===== src/rtl/led_bcm_scan.sv =====
// HUB75-style LED matrix scanner: fetches pixels from an external frame buffer, shifts NUM_CH
// RGB lanes per column and drives rows with binary-coded modulation, dead time and bank swap.
module led_bcm_scan #(
  parameter int NUM_CH    = 4,
  parameter int COLS      = 16,
  parameter int ROW_BITS  = 3,
  parameter int PWM_DEPTH = 8,
  parameter int CLK_DIV   = 2,
  parameter int BASE_ON   = 8,
  parameter int BLANK_CYC = 4
) (
  input  logic                              clk,
  input  logic                              reset,
  input  logic                              en,
  input  logic                              swap_req,
  output logic                              fb_rd,
  output logic [ROW_BITS+$clog2(COLS)-1:0]  fb_addr,
  output logic                              fb_sel,
  input  logic [NUM_CH*3*PWM_DEPTH-1:0]     fb_rdata,
  output logic [NUM_CH-1:0]                 led_r,
  output logic [NUM_CH-1:0]                 led_g,
  output logic [NUM_CH-1:0]                 led_b,
  output logic                              led_clk,
  output logic                              led_stb,
  output logic                              led_oe,
  output logic [ROW_BITS-1:0]               led_row,
  output logic                              frame_end,
  output logic                              swap_ack
);

  localparam int D     = PWM_DEPTH;
  localparam int S     = 2 + 2 * CLK_DIV;
  localparam int COL_W = $clog2(COLS);
  localparam int K_W   = $clog2(S);
  localparam int PL_W  = (D > 1) ? $clog2(D) : 1;
  localparam int ON_W  = $clog2(BASE_ON << (D - 1)) + 1;
  localparam int BL_W  = $clog2(BLANK_CYC) + 1;
  localparam int CNT_W = (ON_W > BL_W) ? ON_W : BL_W;

  localparam logic [K_W-1:0]   K_DATA     = K_W'(1);
  localparam logic [K_W-1:0]   K_RISE     = K_W'(CLK_DIV + 2);
  localparam logic [K_W-1:0]   K_LAST     = K_W'(S - 1);
  localparam logic [COL_W-1:0] COL_LAST   = COL_W'(COLS - 1);
  localparam logic [PL_W-1:0]  PL_LAST    = PL_W'(D - 1);
  localparam logic [CNT_W-1:0] BLANK_LAST = CNT_W'(BLANK_CYC - 1);

  typedef enum logic [2:0] {
    IDLE  = 3'd0,
    SHIFT = 3'd1,
    LATCH = 3'd2,
    BLANK = 3'd3,
    SHOW  = 3'd4
  } state_t;

  state_t               state_r;
  logic [ROW_BITS-1:0]  row_r;
  logic [PL_W-1:0]      plane_r;
  logic [COL_W-1:0]     col_r;
  logic [K_W-1:0]       k_r;
  logic [CNT_W-1:0]     cnt_r;
  logic                 pend_r;

  logic [NUM_CH-1:0]    r_bit_s, g_bit_s, b_bit_s;
  logic [D-1:0]         r_f_s, g_f_s, b_f_s;
  logic                 last_plane_s, frame_last_s;
  logic [PL_W-1:0]      nxt_plane_s;
  logic [ROW_BITS-1:0]  nxt_row_s;
  logic [CNT_W-1:0]     on_last_s;

  // Select the current bit plane out of each lane's {B,G,R} word.
  always_comb begin
    r_bit_s = '0;
    g_bit_s = '0;
    b_bit_s = '0;
    r_f_s   = '0;
    g_f_s   = '0;
    b_f_s   = '0;
    for (int ch = 0; ch < NUM_CH; ch++) begin
      r_f_s       = fb_rdata[ch*3*D +: D];
      g_f_s       = fb_rdata[ch*3*D + D +: D];
      b_f_s       = fb_rdata[ch*3*D + 2*D +: D];
      r_bit_s[ch] = r_f_s[plane_r];
      g_bit_s[ch] = g_f_s[plane_r];
      b_bit_s[ch] = b_f_s[plane_r];
    end
  end

  // Next row/plane position and the length of the current plane's on-time.
  always_comb begin
    last_plane_s = (plane_r == PL_LAST);
    nxt_plane_s  = last_plane_s ? PL_W'(0) : plane_r + PL_W'(1);
    nxt_row_s    = last_plane_s ? row_r + ROW_BITS'(1) : row_r;
    frame_last_s = last_plane_s && (row_r == {ROW_BITS{1'b1}});
    on_last_s    = (CNT_W'(BASE_ON) << plane_r) - CNT_W'(1);
  end

  // Scan sequencer; outputs are set on the edge that enters the cycle they belong to.
  always_ff @(posedge clk) begin
    if (reset) begin
      state_r   <= IDLE;
      row_r     <= '0;
      plane_r   <= '0;
      col_r     <= '0;
      k_r       <= '0;
      cnt_r     <= '0;
      pend_r    <= 1'b0;
      fb_rd     <= 1'b0;
      fb_addr   <= '0;
      fb_sel    <= 1'b0;
      led_r     <= '0;
      led_g     <= '0;
      led_b     <= '0;
      led_clk   <= 1'b0;
      led_stb   <= 1'b0;
      led_oe    <= 1'b1;
      led_row   <= '0;
      frame_end <= 1'b0;
      swap_ack  <= 1'b0;
    end else begin
      fb_rd     <= 1'b0;
      led_stb   <= 1'b0;
      frame_end <= 1'b0;
      swap_ack  <= 1'b0;
      if (swap_req) pend_r <= 1'b1;
      case (state_r)
        IDLE: begin
          led_oe  <= 1'b1;
          led_clk <= 1'b0;
          if (en) begin
            state_r <= SHIFT;
            col_r   <= '0;
            k_r     <= '0;
            fb_rd   <= 1'b1;
            fb_addr <= {row_r, COL_W'(0)};
          end
        end
        SHIFT: begin
          if (k_r == K_DATA) begin
            led_r <= r_bit_s;
            led_g <= g_bit_s;
            led_b <= b_bit_s;
          end
          if (k_r == K_LAST) begin
            k_r     <= '0;
            led_clk <= 1'b0;
            if (col_r == COL_LAST) begin
              state_r <= LATCH;
              led_stb <= 1'b1;
              led_row <= row_r;
            end else begin
              col_r   <= col_r + COL_W'(1);
              fb_rd   <= 1'b1;
              fb_addr <= {row_r, col_r + COL_W'(1)};
            end
          end else begin
            k_r     <= k_r + K_W'(1);
            led_clk <= ((k_r + K_W'(1)) >= K_RISE);
          end
        end
        LATCH: begin
          state_r <= BLANK;
          cnt_r   <= '0;
        end
        BLANK: begin
          if (cnt_r == BLANK_LAST) begin
            state_r <= SHOW;
            cnt_r   <= '0;
            led_oe  <= 1'b0;
          end else begin
            cnt_r <= cnt_r + CNT_W'(1);
          end
        end
        SHOW: begin
          if (cnt_r == on_last_s) begin
            led_oe  <= 1'b1;
            plane_r <= nxt_plane_s;
            row_r   <= nxt_row_s;
            cnt_r   <= '0;
            // Bank swap only at the frame boundary so a frame never mixes banks.
            if (frame_last_s) begin
              frame_end <= 1'b1;
              if (pend_r || swap_req) begin
                fb_sel   <= ~fb_sel;
                swap_ack <= 1'b1;
                pend_r   <= 1'b0;
              end
            end
            if (en) begin
              state_r <= SHIFT;
              col_r   <= '0;
              k_r     <= '0;
              fb_rd   <= 1'b1;
              fb_addr <= {nxt_row_s, COL_W'(0)};
            end else begin
              state_r <= IDLE;
            end
          end else begin
            cnt_r <= cnt_r + CNT_W'(1);
          end
        end
        default: begin
          state_r <= IDLE;
          led_oe  <= 1'b1;
        end
      endcase
    end
  end

endmodule


===== config.mk =====
export PLATFORM = sky130hd
export DESIGN_NAME = led_bcm_scan
export DESIGN_NICKNAME = d
export VERILOG_FILES = /design/src/rtl/led_bcm_scan.sv
export SDC_FILE = /design/constraint.sdc
export NUM_CORES = 1
export LEC_CHECK = 0
export CAP_MARGIN = 20
export CORE_ASPECT_RATIO = 1.2
export CORE_UTILIZATION = 48
export CTS_CLUSTER_SIZE = 16
export DETAILED_ROUTE_END_ITERATION = 7
export DONT_BUFFER_PORTS = 1
export SYNTH_ARGS = -nofsm -noshare
export SYNTH_HDL_FRONTEND = slang
export SYNTH_SLANG_ARGS = --single-unit

===== constraint.sdc =====
create_clock -name clk -period 9.3 [get_ports clk]
set_clock_uncertainty 0.1 [all_clocks]
set_input_delay 1.395 -clock clk [delete_from_list [all_inputs] [get_ports clk]]
set_output_delay 1.395 -clock clk [all_outputs]
set_load 0.03 [all_outputs]

==> flow_metrics.tcl <==
set metrics [dict create \
    run_status "complete, no violations" \
    clk_latency_ns 0.35 \
    postCtsSetupBuffers 0 \
    die_area_sq_um 8100 \
    ys_ff_latch 57 \
    hold_path_class "flip-flop to flip-flop" \
    syn_to_final_growth_pct 5.82 \
    final_max_slew_viol_count 0 \
    routed_via_density 6.45 \
    drt.antenna.violating_nets 0 \
    rsz0062_at_grt "false" \
    cp.required_ns 9.43 \
    max_slew_margin_pct 42.9 \
    cp_max_fo 28 \
    vias 3266 \
    place.detailed.hpwl_um 7130 \
    mostFrequentLayoutCells "dfxtp_1 (56), nand2_1 (47), nor2_1 (41), a21oi_1 (31), mux4_2 (24)" \
    htreeDepth 3 \
    crit_slowest_cell "dfxtp_2" \
    r2r-start "plane_r[0]$_SDFFE_PP0P_" \
    crit_chain "inv_1, ha_1, nand2b_1, a221oi_1, nand4_1, or3_1, o41ai_1, a21oi_1" \
    netlist_instances 430 \
    critPathLaunchType "flip-flop" \
    antennaDiodeCount 0 \
    coreArea_sq_um 7360 \
    synth_nets 540 \
    min_period_ns 3.46 \
    num_rows 34 \
    start_util_pct 50.5 \
    port_buffers 0 \
    p_per_area_nw_per_um2 141 \
    antenna_found_initial 0 \
    synth_edf_count 0 \
    seq_area_frac_synth_pct 30.7 \
    clock_path_buffers 2 \
    hold_path_depth 2 \
    worstPathArrival_ns 3.59 \
    synth_area_sq_um 3720 \
    p_leak_nw 1.29 \
    async_reset_ff_share_pct 0 \
    grt_pass1_vias 3152 \
    timing.final.crit_share_pct 37.2 \
    maxCapViolations 0 \
    grt_overflow 0 \
    die_y_um 98.4 \
    crit_path_max_incr_delay_ns 0.89 \
    drt_iter0_drc 242 \
    die_x_um 82.3 \
    setup_tns_ns 0 \
    track_usage_pct 25.8 \
    setup_violations 0 \
    fillCellCount 699 \
    layout-drive-gt1-share_pct 12.7 \
    io_pins 129 \
    first_pass_iters 4 \
    fin_util_pct 53.4 \
    final_nets 521 \
    syn_avg_cell_area_sq_um 8.64 \
    grt_max_degree 54 \
    hold_viol_final 0 \
    hold-path-endpoint "fb_addr[6]$_SDFFE_PP0P_" \
    regToRegEndpoint "fb_sel$_SDFFE_PP0P_" \
    synthFlopType "dfxtp_1" \
    worst_slew_pin_slew_ns 0.857 \
    reg2regPathDepth 8 \
    cts_hold_buffers 0 \
    ys_types 56 \
    wl_per_cell_um 19.2 \
    vdd_ir_drop_max_uv 109 \
    reg2reg_slack_ns 5.84 \
    ctsResizeCount 0 \
    cts.sink_count 57 \
    yosys_warnings 0 \
    gp_congestion 0.966 \
    drt_wl_total_um 9740 \
    cts_tree "yes" \
    final_common_cell "dfxtp_1" \
    grt_pass1_wl_um 15600 \
    path_class "flip-flop to flip-flop" \
    cp-end-kind "flip-flop" \
    root_buffer "clkbuf_8" \
    hold_start "row_r[2]$_SDFFE_PP0P_" \
    cts_buffers 9 \
    fmax_ghz 0.289 \
    clkTransAtPathRegs_ns 0.07 \
    drc 0 \
]
[flip-flops by register name (all words and copies together) (netlist names), 3 cells and up]
| name | count |
|---|---|
| state_r | 3 |
| cnt_r | 11 |
| row_r | 3 |
| plane_r | 3 |
| led_g | 4 |
| led_row | 3 |
| col_r | 4 |
| led_b | 4 |
| k_r | 3 |
| fb_addr | 7 |
| led_r | 4 |
[layout make-up]
cell class | instances | area, sq um | share of cell area (%)
clock buffer | 11 | 141 | 3.60
clock inverter | 5 | 78.8 | 2.00
inverter | 10 | 37.5 | 0.955
multi-input combinational | 329 | 2390 | 60.8
sequential | 57 | 1140 | 29.0
tap | 90 | 113 | 2.86
timing repair buffer | 4 | 30.0 | 0.764
[through the flow]
stage / instances / total power, W / hold WS, ns / setup WS (ns) / area, sq um
after detailed placement: 490 / 0.000296 / 0.412 / 5.79 / 3710
after global routing: 506 / 0.000571 / 0.446 / 5.44 / 3930
after global placement: 490 / 0.000295 / 0.404 / 5.85 / 3710
after CTS: 506 / 0.000557 / 0.417 / 5.80 / 3930
final: 506 / 0.000555 / 0.414 / 5.84 / 3930
after floorplan: 430 / 0.000293 / 0.384 / 6.10 / 3720
[where the power goes]
part	total (W)	internal, W	switching, W
Clock	0.000265	0.000158	0.000107
Sequential	0.000262	0.000249	0.0000126
Combinational	0.0000279	0.0000142	0.0000137
Total	0.000555	0.000421	0.000133
[kinds of logic after synthesis]
logic type	Yosys count	share of synthesized area, %
xor+xnor	7	1.65
mux	30	16.2
fa+ha+maj	10	3.37
compound gates	112	20.0
simple gates	170	23.1
flops	57	30.7
buf+inv	44	4.98
[metal layers]
metal / vias to the layer above / global-route usage, % / part of all wire (%)
li1: 1589 / - / -
met3: 12 / 5.05 / 6.4
met5: - / 0 / 0
met1: 1532 / 30.1 / 38
met2: 133 / 45.5 / 53
met4: 0 / 8.91 / 1.8
[Yosys cell counts, drive strengths merged (3+ instances only)]
cell	count	share of area (%)
mux4	24	15
nor4	9	1.9
and3	13	2.2
clkbuf	18	1.8
mux2i	6	1.6
xnor2	5	1.2
o21ai	25	3.5
a31oi	6	1.0
inv	10	1.0
nand2b	3	0.51
ha	10	3.4
a21oi	31	4.2
nand4	8	1.3
nor2	41	4.1
a311oi	18	4.2
nand3	12	1.6
buf	16	2.2
a221oi	3	0.71
a211oi	6	1.2
nor3	18	2.8
o21a	6	1.2
nand2	47	4.7
nor2b	5	0.84
dfxtp	57	31
[critical path: cells and delay by family, from the launching register on]
kind,cells,cell delay [ns]
flops,1,0.89
compound gates,3,0.81
fa+ha+maj,1,0.32
simple gates,3,1.03
buf+inv,1,0.19
[worst max path at each step]
stage,startpoint,to,slack [ns]
final,plane_r[0]$_SDFFE_PP0P_,fb_sel$_SDFFE_PP0P_,5.84
after global routing,plane_r[0]$_SDFFE_PP0P_,col_r[0]$_SDFFE_PP0P_,5.44
after CTS,plane_r[0]$_SDFFE_PP0P_,fb_sel$_SDFFE_PP0P_,5.80
after detailed placement,plane_r[0]$_SDFFE_PP0P_,fb_sel$_SDFFE_PP0P_,5.79
after global placement,plane_r[0]$_SDFFE_PP0P_,fb_sel$_SDFFE_PP0P_,5.85
after floorplan,plane_r[0]$_SDFFE_PP0P_,fb_addr[0]$_SDFFE_PP0P_,6.10
Note: power is estimated with default switching activity, not from simulation.
